$ cat src/rtl/axi4_stream_pkt_trunc_if.sv
// ----------------------------------------------------------------------------
// axi4_stream_if
// AXI4-Stream bundle used on both sides of the packet truncation stage.
//   tvalid/tready : handshake
//   tdata         : DATA_WIDTH payload
//   tstrb/tkeep   : DATA_WIDTH/8 byte qualifiers
//   tlast         : end of packet
//   tuser/tid/tdest : sideband, widths set by parameters
// Modports: master drives everything except tready; slave drives tready only.
// ----------------------------------------------------------------------------
interface axi4_stream_if #(
    parameter int DATA_WIDTH = 32,
    parameter int DEST_WIDTH = 1,
    parameter int USER_WIDTH = 1,
    parameter int ID_WIDTH   = 1
) ();
    logic                    tvalid;
    logic                    tready;
    logic [DATA_WIDTH-1:0]   tdata;
    logic [DATA_WIDTH/8-1:0] tstrb;
    logic [DATA_WIDTH/8-1:0] tkeep;
    logic                    tlast;
    logic [USER_WIDTH-1:0]   tuser;
    logic [ID_WIDTH-1:0]     tid;
    logic [DEST_WIDTH-1:0]   tdest;

    modport master (
        output tvalid, tdata, tstrb, tkeep, tlast, tuser, tid, tdest,
        input  tready
    );

    modport slave (
        input  tvalid, tdata, tstrb, tkeep, tlast, tuser, tid, tdest,
        output tready
    );
endinterface

$ cat src/rtl/axi4_stream_pkt_trunc.sv
// ----------------------------------------------------------------------------
// axi4_stream_pkt_trunc
// Single registered AXI4-Stream stage that caps packets at MAX_PKT_WORDS beats.
// A packet that would exceed the cap has its MAX_PKT_WORDS-th beat forwarded
// with tlast forced high; the rest of that packet is swallowed (tready held
// high, nothing forwarded) until the source's own tlast beat.
// Ports:
//   clk_i        : clock, rising edge
//   rst_i        : synchronous active-high reset
//   slave_if     : input stream (tready driven here)
//   master_if    : output stream, all fields from flops
//   trunc_o      : one-cycle pulse the cycle after a packet is cut
//   trunc_pkts_o : saturating count of cut packets
// ----------------------------------------------------------------------------
module axi4_stream_pkt_trunc #(
    parameter int DATA_WIDTH    = 32,
    parameter int DEST_WIDTH    = 1,
    parameter int USER_WIDTH    = 1,
    parameter int ID_WIDTH      = 1,
    parameter int MAX_PKT_WORDS = 256,
    parameter int CNT_WIDTH     = 16
) (
    input  logic                 clk_i,
    input  logic                 rst_i,
    axi4_stream_if.slave         slave_if,
    axi4_stream_if.master        master_if,
    output logic                 trunc_o,
    output logic [CNT_WIDTH-1:0] trunc_pkts_o
);
    localparam int BCW = $clog2(MAX_PKT_WORDS + 1);
    localparam int KW  = DATA_WIDTH / 8;
    localparam logic [BCW-1:0]       LAST_IDX = BCW'(MAX_PKT_WORDS - 1);
    localparam logic [CNT_WIDTH-1:0] CNT_MAX  = {CNT_WIDTH{1'b1}};

    typedef enum logic [0:0] {
        ST_PASS = 1'b0,
        ST_DROP = 1'b1
    } state_t;

    state_t                r_state;
    state_t                w_state_nxt;
    logic [BCW-1:0]        r_beat_cnt;
    logic [BCW-1:0]        w_beat_cnt_nxt;
    logic                  r_valid;
    logic [DATA_WIDTH-1:0] r_data;
    logic [KW-1:0]         r_strb;
    logic [KW-1:0]         r_keep;
    logic                  r_last;
    logic [USER_WIDTH-1:0] r_user;
    logic [ID_WIDTH-1:0]   r_id;
    logic [DEST_WIDTH-1:0] r_dest;
    logic                  r_trunc;
    logic [CNT_WIDTH-1:0]  r_trunc_cnt;
    logic                  w_ready;
    logic                  w_load;
    logic                  w_cut;
    logic                  w_deliver;

    assign w_deliver = r_valid & master_if.tready;

    // Next-state, beat counter, ready and load/cut decisions.
    always_comb begin
        w_state_nxt    = r_state;
        w_beat_cnt_nxt = r_beat_cnt;
        w_ready        = 1'b0;
        w_load         = 1'b0;
        w_cut          = 1'b0;
        case (r_state)
            ST_PASS: begin
                // Only path from master to slave side: tready passthrough.
                w_ready = ~r_valid | master_if.tready;
                if (slave_if.tvalid && w_ready) begin
                    w_load = 1'b1;
                    if (slave_if.tlast) begin
                        w_beat_cnt_nxt = {BCW{1'b0}};
                    end else if (r_beat_cnt == LAST_IDX) begin
                        // Last allowed beat without tlast: cut the packet here.
                        w_cut          = 1'b1;
                        w_beat_cnt_nxt = {BCW{1'b0}};
                        w_state_nxt    = ST_DROP;
                    end else begin
                        w_beat_cnt_nxt = r_beat_cnt + BCW'(1'b1);
                    end
                end else begin
                    w_beat_cnt_nxt = r_beat_cnt;
                end
            end
            ST_DROP: begin
                // Swallow the tail regardless of downstream backpressure.
                w_ready = 1'b1;
                if (slave_if.tvalid && slave_if.tlast) begin
                    w_state_nxt = ST_PASS;
                end else begin
                    w_state_nxt = ST_DROP;
                end
            end
            default: begin
                w_state_nxt    = ST_PASS;
                w_beat_cnt_nxt = {BCW{1'b0}};
            end
        endcase
    end

    // Control flops: state, beat counter, output valid, truncation status.
    always_ff @(posedge clk_i) begin
        if (rst_i) begin
            r_state     <= ST_PASS;
            r_beat_cnt  <= {BCW{1'b0}};
            r_valid     <= 1'b0;
            r_trunc     <= 1'b0;
            r_trunc_cnt <= {CNT_WIDTH{1'b0}};
        end else begin
            r_state    <= w_state_nxt;
            r_beat_cnt <= w_beat_cnt_nxt;
            if (w_load) begin
                r_valid <= 1'b1;
            end else if (w_deliver) begin
                r_valid <= 1'b0;
            end else begin
                r_valid <= r_valid;
            end
            r_trunc <= w_cut;
            if (w_cut && (r_trunc_cnt != CNT_MAX)) begin
                r_trunc_cnt <= r_trunc_cnt + CNT_WIDTH'(1'b1);
            end else begin
                r_trunc_cnt <= r_trunc_cnt;
            end
        end
    end

    // Payload register; no reset needed since r_valid qualifies it.
    always_ff @(posedge clk_i) begin
        if (w_load) begin
            r_data <= slave_if.tdata;
            r_strb <= slave_if.tstrb;
            r_keep <= slave_if.tkeep;
            r_last <= slave_if.tlast | w_cut;
            r_user <= slave_if.tuser;
            r_id   <= slave_if.tid;
            r_dest <= slave_if.tdest;
        end else begin
            r_data <= r_data;
            r_strb <= r_strb;
            r_keep <= r_keep;
            r_last <= r_last;
            r_user <= r_user;
            r_id   <= r_id;
            r_dest <= r_dest;
        end
    end

    // Input is never accepted while reset is applied.
    assign slave_if.tready  = w_ready & ~rst_i;

    assign master_if.tvalid = r_valid;
    assign master_if.tdata  = r_data;
    assign master_if.tstrb  = r_strb;
    assign master_if.tkeep  = r_keep;
    assign master_if.tlast  = r_last;
    assign master_if.tuser  = r_user;
    assign master_if.tid    = r_id;
    assign master_if.tdest  = r_dest;
    assign trunc_o          = r_trunc;
    assign trunc_pkts_o     = r_trunc_cnt;
endmodule

$ cat src/flat_wrapper.sv
// flat-port wrapper written by rule: the top's interface ports become plain ports
module axi4_stream_pkt_trunc_flat 
#(
    parameter int DATA_WIDTH    = 32,
    parameter int DEST_WIDTH    = 1,
    parameter int USER_WIDTH    = 1,
    parameter int ID_WIDTH      = 1,
    parameter int MAX_PKT_WORDS = 256,
    parameter int CNT_WIDTH     = 16
)
  (clk_i, rst_i, trunc_o, trunc_pkts_o, slave_if_tvalid, slave_if_tdata, slave_if_tstrb, slave_if_tkeep, slave_if_tlast, slave_if_tuser, slave_if_tid, slave_if_tdest, slave_if_tready, master_if_tvalid, master_if_tdata, master_if_tstrb, master_if_tkeep, master_if_tlast, master_if_tuser, master_if_tid, master_if_tdest, master_if_tready);
  axi4_stream_if #(.DATA_WIDTH(DATA_WIDTH), .DEST_WIDTH(DEST_WIDTH), .USER_WIDTH(USER_WIDTH), .ID_WIDTH(ID_WIDTH)) slave_if_i ();
  axi4_stream_if #(.DATA_WIDTH(DATA_WIDTH), .DEST_WIDTH(DEST_WIDTH), .USER_WIDTH(USER_WIDTH), .ID_WIDTH(ID_WIDTH)) master_if_i ();
  input  logic clk_i;
  input  logic rst_i;
  output logic trunc_o;
  output logic [CNT_WIDTH-1:0] trunc_pkts_o;
  input wire logic [$bits(slave_if_i.tvalid)-1:0] slave_if_tvalid;
  input wire logic [$bits(slave_if_i.tdata)-1:0] slave_if_tdata;
  input wire logic [$bits(slave_if_i.tstrb)-1:0] slave_if_tstrb;
  input wire logic [$bits(slave_if_i.tkeep)-1:0] slave_if_tkeep;
  input wire logic [$bits(slave_if_i.tlast)-1:0] slave_if_tlast;
  input wire logic [$bits(slave_if_i.tuser)-1:0] slave_if_tuser;
  input wire logic [$bits(slave_if_i.tid)-1:0] slave_if_tid;
  input wire logic [$bits(slave_if_i.tdest)-1:0] slave_if_tdest;
  output wire logic [$bits(slave_if_i.tready)-1:0] slave_if_tready;
  output wire logic [$bits(master_if_i.tvalid)-1:0] master_if_tvalid;
  output wire logic [$bits(master_if_i.tdata)-1:0] master_if_tdata;
  output wire logic [$bits(master_if_i.tstrb)-1:0] master_if_tstrb;
  output wire logic [$bits(master_if_i.tkeep)-1:0] master_if_tkeep;
  output wire logic [$bits(master_if_i.tlast)-1:0] master_if_tlast;
  output wire logic [$bits(master_if_i.tuser)-1:0] master_if_tuser;
  output wire logic [$bits(master_if_i.tid)-1:0] master_if_tid;
  output wire logic [$bits(master_if_i.tdest)-1:0] master_if_tdest;
  input wire logic [$bits(master_if_i.tready)-1:0] master_if_tready;
  assign slave_if_i.tvalid = slave_if_tvalid;
  assign slave_if_i.tdata = slave_if_tdata;
  assign slave_if_i.tstrb = slave_if_tstrb;
  assign slave_if_i.tkeep = slave_if_tkeep;
  assign slave_if_i.tlast = slave_if_tlast;
  assign slave_if_i.tuser = slave_if_tuser;
  assign slave_if_i.tid = slave_if_tid;
  assign slave_if_i.tdest = slave_if_tdest;
  assign slave_if_tready = slave_if_i.tready;
  assign master_if_tvalid = master_if_i.tvalid;
  assign master_if_tdata = master_if_i.tdata;
  assign master_if_tstrb = master_if_i.tstrb;
  assign master_if_tkeep = master_if_i.tkeep;
  assign master_if_tlast = master_if_i.tlast;
  assign master_if_tuser = master_if_i.tuser;
  assign master_if_tid = master_if_i.tid;
  assign master_if_tdest = master_if_i.tdest;
  assign master_if_i.tready = master_if_tready;
  axi4_stream_pkt_trunc #(.DATA_WIDTH(DATA_WIDTH), .DEST_WIDTH(DEST_WIDTH), .USER_WIDTH(USER_WIDTH), .ID_WIDTH(ID_WIDTH), .MAX_PKT_WORDS(MAX_PKT_WORDS), .CNT_WIDTH(CNT_WIDTH)) u_core (.clk_i(clk_i), .rst_i(rst_i), .slave_if(slave_if_i), .master_if(master_if_i), .trunc_o(trunc_o), .trunc_pkts_o(trunc_pkts_o));
endmodule
$ cat config.mk
export PLATFORM = sky130hd
export DESIGN_NAME = axi4_stream_pkt_trunc_flat
export DESIGN_NICKNAME = d
export VERILOG_FILES = /design/src/rtl/axi4_stream_pkt_trunc_if.sv /design/src/rtl/axi4_stream_pkt_trunc.sv /design/src/flat_wrapper.sv
export SDC_FILE = /design/constraint.sdc
export NUM_CORES = 1
export LEC_CHECK = 0
export ABC_CLOCK_PERIOD_IN_PS = 2900
export CORE_ASPECT_RATIO = 1.25
export CORE_MARGIN = 2
export CORE_UTILIZATION = 50
export CTS_CLUSTER_SIZE = 24
export DETAILED_ROUTE_END_ITERATION = 8
export DONT_BUFFER_PORTS = 1
export GPL_TIMING_DRIVEN = 0
export HOLD_SLACK_MARGIN = 0.03
export PLACE_DENSITY_LB_ADDON = 0.15
export SYNTH_ARGS = -nofsm -noshare
export SYNTH_HDL_FRONTEND = slang
export SYNTH_SLANG_ARGS = --single-unit
$ cat constraint.sdc
create_clock -name clk_i -period 2.9 [get_ports clk_i]
set_input_delay 0.145 -clock clk_i [delete_from_list [all_inputs] [get_ports clk_i]]
set_output_delay 0.145 -clock clk_i [all_outputs]
set_load 0.05 [all_outputs]
==> results by group, run 1 <==
Status
  – Status: complete, no violations

Timing
  – Max Fclk: 0.385 GHz
  – Final hold vios: 0
  – PnR worst setup slack: 304 ps
  – Setup TNS Final: 0 ps
  – Skew final: 4.82 ps
  – Worst slew margin: 0.370
  – Period Utilization, post-route: 0.895
  – Slew Viols, Final: 0
  – Unrepaired setup endpoints after global routing: no
  – Final Setup Violations: 0
  – Min cycle time layout: 2600 ps
  – Worst Tran Pin Value: 942 ps

Die
  – Height of the chip: 86.2 um
  – Die X-Extent: 69.8 um
  – Initial Util: 0.525
  – IO Pins: between 100 and 150
  – Die Area: 0.00602 mm^2
  – Row cnt: 29
  – Core box area: 0.00515 mm^2

Worst setup path
  – Crit path max-delay family: simple AND/OR/NAND/NOR gates
  – CP max FO: 8
  – CP Buf/Inv Count: 1
  – Worst setup SP type: flip-flop
  – CP arrival: 2800 ps
  – Reg2reg start: u_core.trunc_pkts_o[0]
  – CP Capture Type: flip-flop
  – R2r worst-path depth: 7
  – Critical Path Max Stage Delay: 710 ps
  – Worst path cell trace: ha_1 -> nand3_1 -> nor4_2 -> or3_1 -> buf_6 -> mux2i_1 -> nor2_1
  – WP data required: 3110 ps
  – Crit-path slowest cell: dfxtp_1
  – Critical path type: flip-flop to flip-flop
  – R2r setup slk: 300 ps
  – R2r endpoint: u_core.trunc_pkts_o[1]

Finish
  – Non-Filler Instances: between 300 and 400
  – Share of cells above drive strength 1: 0.100
  – Layout net count: 314
  – Reg area: approximately 0.0019 mm^2
  – Final Util: 0.673
  – Diode count: 0
  – # fillers: 389
  – Multi-input gate area: 778 um^2
  – P&R area growth vs syn: 28.3%

Synth
  – Mapped Cells: roughly 210
  – Synthesized area per cell: 13.1 um^2
  – Library cells used by synthesis: just over 40
  – Synth warnings: 0
  – Syn_nets: 257
  – Mapped Area: 0.00270 mm^2
  – Yosys reg bits: 72
  – Register area share after synthesis: 0.696

Clocking
  – CTS max path bufs: 2
  – CTS tree: built
  – TritonCTS buffer count: 9
  – Root Buffer: clkbuf_8
  – H-tree depth: 3
  – Clock slew at reported path FFs: roughly 70 ps
  – CTS sink cnt: 72
  – Clk_lat worst skew: approximately 330 ps

Routing
  – Initial DRC Count: 78
  – Drt pass-1 iters: 4
  – Vias: 1859
  – Vias/cell: 5.62
  – Wire per inst: between 15 and 20 um
  – DRC viols: 0
  – WL final: 5920 um
  – Post-route ant nets: 0

Global route
  – Global-route wire length before repair: just over 9000 um
  – Vias in the first global route: 1897
  – Total gr overflow: 0
  – Total GRT Usage: 0.198
  – Initial antenna violation count: 0
  – Pin count of the biggest net entering global routing: 47

Placement
  – Inst Count DP: around 270
  – Gpl congestion: 0.795
  – Pre-CTS setup slack: around 16 ps
  – Dpl hpwl: 4010 um
  – Buffers on Ports: 0

Min path
  – Hold path start: rst_i
  – Worst min-delay path endpoint: u_core.r_beat_cnt[0]
  – Hold Path Class: primary input to flip-flop
  – WHS Path Cells: 2

Pwr
  – VDD IR max: 0.356 mV
  – Leakage power figure: 1.19 nW
  – Total power per unit cell area: 642 mW/mm^2

Job
  – Max cap viols: 0
## placed cells by master (no fill, tap or decap), types with 7 or more instances in the layout
cell type / count
nand4_1: 7
edfxtp_1: 44
o21ai_0: 7
nand3_1: 8
dlygate4sd3_1: 46
nand2_1: 12
a21oi_1: 13
or3_1: 7
dfxtp_1: 28
xnor2_1: 8
nor4_1: 7
clkbuf_8: 9
nor2_1: 20
## worst register-to-register path, cell delays in order (launching register included)
cell     delay (ps)
dfxtp_1         710
ha_1            270
nand3_1         210
nor4_2          700
or3_1           220
buf_6           130
mux2i_1         180
nor2_1           50
## through the flow
stage | hold WS (ps) | power [W] | instance area [um^2]
floorplan | 244 | 0.00133 | 2700
global placement | 244 | 0.00134 | 2780
detailed placement | 244 | 0.00135 | 2780
CTS | 42.1 | 0.00224 | 3460
global route | 48.4 | 0.00230 | 3470
finish | 51.3 | 0.00223 | 3470
## where the power goes
group / switching (W) / total, W / internal [W]
sequential: 0.000143 / 0.00128 / 0.00113
clock: 0.000364 / 0.000853 / 0.000489
combinational: 0.0000485 / 0.0000978 / 0.0000493
## cells in the mapped netlist
cell / count / area [um^2]
o21ai_0: 7 / 35.0
nor4_1: 8 / 50.1
nor2b_1: 1 / 6.26
a21oi_1: 13 / 65.1
buf_2: 1 / 5.00
inv_1: 2 / 7.51
and3_2: 1 / 7.51
or4_1: 2 / 15.0
nand2b_1: 2 / 12.5
or3_1: 7 / 43.8
a22o_1: 2 / 17.5
and4_1: 4 / 35.0
and2b_2: 1 / 8.76
ha_1: 2 / 25.0
a32oi_1: 1 / 8.76
and3_1: 1 / 6.26
nand4_1: 7 / 43.8
and2_1: 1 / 6.26
nand3_2: 1 / 10.0
or2b_2: 1 / 8.76
nand4b_1: 1 / 8.76
dfxtp_1: 28 / 561
mux2i_1: 1 / 10.0
and2_2: 1 / 7.51
clkbuf_1: 2 / 7.51
nor3_1: 2 / 10.0
o21bai_1: 1 / 7.51
xnor2_1: 8 / 70.1
nand2_1: 12 / 45.0
nand3_1: 8 / 40.0
buf_4: 1 / 7.51
nand3b_1: 1 / 7.51
xor2_1: 4 / 35.0
o2111ai_1: 1 / 8.76
edfxtp_1: 44 / 1320
o31ai_1: 2 / 15.0
nor4b_1: 1 / 8.76
buf_6: 2 / 22.5
a31oi_1: 1 / 6.26
a221o_2: 1 / 11.3
nor2_1: 20 / 75.1
## what timing repair did
| action | CTS | global route |
|---|---|---|
| endpoints found under the hold margin | 46 | 0 |
| setup buffers | 0 | 0 |
| setup endpoints to repair | 0 | 12 |
| hold buffers | 46 | 0 |
| resized for setup | 0 | 1 |
## worst max path at each step
| stage | slack (ps) | cells after the start | endpoint | startpoint |
|---|---|---|---|---|
| after floorplan | 450 | 7 | u_core.trunc_pkts_o[1] | u_core.trunc_pkts_o[0] |
| after global placement | 90 | 7 | u_core.trunc_pkts_o[1] | u_core.trunc_pkts_o[0] |
| after detailed placement | 20 | 7 | u_core.trunc_pkts_o[1] | u_core.trunc_pkts_o[0] |
| after CTS | 3 | 7 | u_core.trunc_pkts_o[1] | u_core.trunc_pkts_o[0] |
| after global routing | 130 | 7 | u_core.trunc_pkts_o[1] | u_core.trunc_pkts_o[0] |
| final | 300 | 7 | u_core.trunc_pkts_o[1] | u_core.trunc_pkts_o[0] |
## kinds of logic after synthesis
| group | Yosys count | synth area share |
|---|---|---|
| compound gates | 29 | 0.0648 |
| xor+xnor | 12 | 0.0389 |
| fa+ha+maj | 2 | 0.00925 |
| buf+inv | 8 | 0.0185 |
| flops | 72 | 0.696 |
| mux | 1 | 0.00370 |
| simple gates | 83 | 0.169 |
## cell type report
class,instances,share of cell area
plain buffers,6,0.0123
repair buffers,46,0.133
clock buffers,10,0.0368
inverters,2,0.00216
flip-flops and latches,72,0.543
clock inverters,6,0.0267
well taps,62,0.0224
multi-input cells,127,0.224
## layer usage
layer,GRT usage,part of all wire
met1,0.213,0.38
met2,0.339,0.52
met3,0.0837,0.075
met4,0.0927,0.023
met5,0,0
## sequential cells by signal, indices dropped and copies added, names as in the netlist, 4 cells and up
register / cells
u_core.master_if.tdata: 32
u_core.master_if.tkeep: 4
u_core.master_if.tstrb: 4
u_core.r_beat_cnt: 9
u_core.trunc_pkts_o: 16
Power figures use the tool's default switching activity.
==> inputs of run 2 (changes only) <==
--- a/config.mk
+++ b/config.mk
@@ -12,9 +12,9 @@
 export CTS_CLUSTER_SIZE = 24
 export DETAILED_ROUTE_END_ITERATION = 8
 export DONT_BUFFER_PORTS = 1
-export GPL_TIMING_DRIVEN = 0
 export HOLD_SLACK_MARGIN = 0.03
 export PLACE_DENSITY_LB_ADDON = 0.15
+export SLEW_MARGIN = 20
 export SYNTH_ARGS = -nofsm -noshare
 export SYNTH_HDL_FRONTEND = slang
 export SYNTH_SLANG_ARGS = --single-unit
==> run 2 against run 1 <==
Routed wire length decreased by 0.35%; global-route usage is 0.45 points lower; worst setup slack improved by 74 ps; combinational power increased by 1%; non-clock buffer count grew 8; clock power down 6.7%; highest routed layer unchanged; power decreased by 2.5%.
==> results by group, run 2 (synthesis gave the netlist of run 1 again) <==
Status
  – Status: complete, no violations

Finish
  – Commonest cells after routing, fill and taps aside: dlygate4sd3_1 (47), edfxtp_1 (44), dfxtp_1 (28)
  – Finished Cell Area: about 0.0035 mm^2
  – Max reg flops: 32
  – Share of cells above drive strength 1: 0.126
  – Most common cell after layout, fill and taps aside: dlygate4sd3_1
  – P&R area growth vs syn: 29.8%
  – Layout net count: between 300 and 400
  – Diode count: 0

Global route
  – Global-route wire length before repair: 9060 um
  – Total GRT Usage: 0.193
  – Initial antenna violation count: 0
  – Total gr overflow: 0
  – Pin count of the biggest net entering global routing: between 40 and 50
  – Vias in the first global route: between 1500 and 2000

Placement
  – Pre-CTS setup slack: 441 ps
  – Gpl congestion: 0.839
  – Buffers on Ports: 0
  – Dpl hpwl: 3950 um
  – Dpl cell area: 0.00284 mm^2

Worst setup path
  – Critical Path Max Stage Delay: 530 ps
  – WP data required: 3160 ps
  – Crit-path slowest cell: or3_1
  – Critical path type: flip-flop to flip-flop
  – Worst path cell trace: ha_1 -> nand3_2 -> or3_1 -> or3_1 -> or4_1 -> a21oi_1
  – R2r worst-path depth: 6
  – Worst setup SP type: flip-flop
  – CP max FO: 10
  – CP arrival: around 2800 ps
  – Most frequent CP cell: or3_1
  – CP Capture Type: flip-flop

Clocking
  – H-tree depth: 3
  – Root Buffer: clkbuf_8
  – Clock slew at reported path FFs: 80 ps
  – CTS tree: built
  – CTS max path bufs: 2
  – TritonCTS buffer count: 9
  – Post-CTS sizing: 0
  – Hold-fix buffers, CTS: 47
  – CTS sink cnt: 72
  – # Post-CTS Setup Buffers: 0
  – Clk_lat worst skew: 340 ps

Die
  – IO Pins: 111
  – Height of the chip: 86.2 um
  – Row cnt: 29
  – Core box area: about 0.005 mm^2
  – Die Area: roughly 0.006 mm^2
  – Initial Util: 0.525
  – Die X-Extent: 69.8 um

Timing
  – Max Fclk: 0.397 GHz
  – Worst hold margin: around 76 ps
  – PnR worst setup slack: 379 ps
  – Worst Tran Pin Value: 931 ps
  – Period Utilization, post-route: 0.869
  – Final Setup Violations: 0
  – Unrepaired setup endpoints after global routing: no
  – Setup TNS Final: 0 ps
  – Min cycle time layout: 2520 ps
  – Final hold vios: 0
  – Worst slew margin: 0.377
  – Skew final: 7.91 ps
  – Slew Viols, Final: 0

Job
  – Max cap viols: 0

Routing
  – Vias/cell: around 5.6
  – DRC viols: 0
  – Drt pass-1 iters: 4
  – Vias: 1904
  – Initial DRC Count: 148
  – WL final: 5900 um
  – Wire per inst: 17.4 um
  – Post-route ant nets: 0

Pwr
  – Leakage power figure: around 1.2 nW
  – Total power per unit cell area: 619 mW/mm^2
  – VDD IR max: between 0.4 and 0.5 mV

Min path
  – Hold Path Class: primary input to flip-flop
  – WHS Path Cells: 2
-- run 2: changes by cell type in the layout (fill, tap and decap cells not counted), sizes merged, moves of 2 or more --
cell,before,now
buf,4,13
clkinvlp,2,0
inv,3,5
clkinv,1,3
clkbuf,12,9
-- run 2: final timing paths --
| kind | startpoint | slack (ps) | endpoint |
|---|---|---|---|
| worst max-delay path | u_core.r_beat_cnt[0] | 380 | u_core.trunc_pkts_o[15] |
| worst min-delay path | rst_i | 80 | u_core.r_beat_cnt[6] |
| worst max register to register | u_core.r_beat_cnt[0] | 380 | u_core.trunc_pkts_o[15] |
| worst min register to register | u_core.r_beat_cnt[8] | 490 | u_core.r_beat_cnt[8] |
-- run 2: final cells by class --
type,count,area (um^2)
clock buffer,9,124
clock inverter,7,78.8
fill,396,1640
inverter,2,7.51
multi-input combinational,127,772
sequential,72,1880
tap,62,77.6
timing repair buffer,60,568
-- run 2: power breakdown --
group | switching, W | leakage [nW] | internal (W)
clock | 0.000388 | 0.105 | 0.000408
sequential | 0.000143 | 0.652 | 0.00113
combinational | 0.0000473 | 0.483 | 0.0000518
-- run 2: stage by stage --
| stage | utilization | total power [W] | instances |
|---|---|---|---|
| floorplan | - | 0.00133 | 207 |
| global placement | 0.551 | 0.00134 | 276 |
| detailed placement | 0.551 | 0.00134 | 276 |
| CTS | 0.681 | 0.00219 | 339 |
| global route | 0.681 | 0.00225 | 339 |
| finish | 0.681 | 0.00217 | 339 |
-- run 2: worst max-delay path: cells and delay by family, from the launching register on --
family	cells	cell delay, ps
flip-flops	1	390
AND/OR/NAND/NOR	4	1660
adder cells (fa/ha/maj)	1	240
AO/OA/AOI/OAI	1	160
-- run 2: routing by layer --
| layer | vias to the layer above | GRT usage | part of all wire |
|---|---|---|---|
| li1 | 912 | - | - |
| met1 | 890 | 0.214 | 0.39 |
| met2 | 89 | 0.326 | 0.51 |
| met3 | 13 | 0.0721 | 0.078 |
| met4 | 0 | 0.103 | 0.022 |
| met5 | - | 0 | 0 |
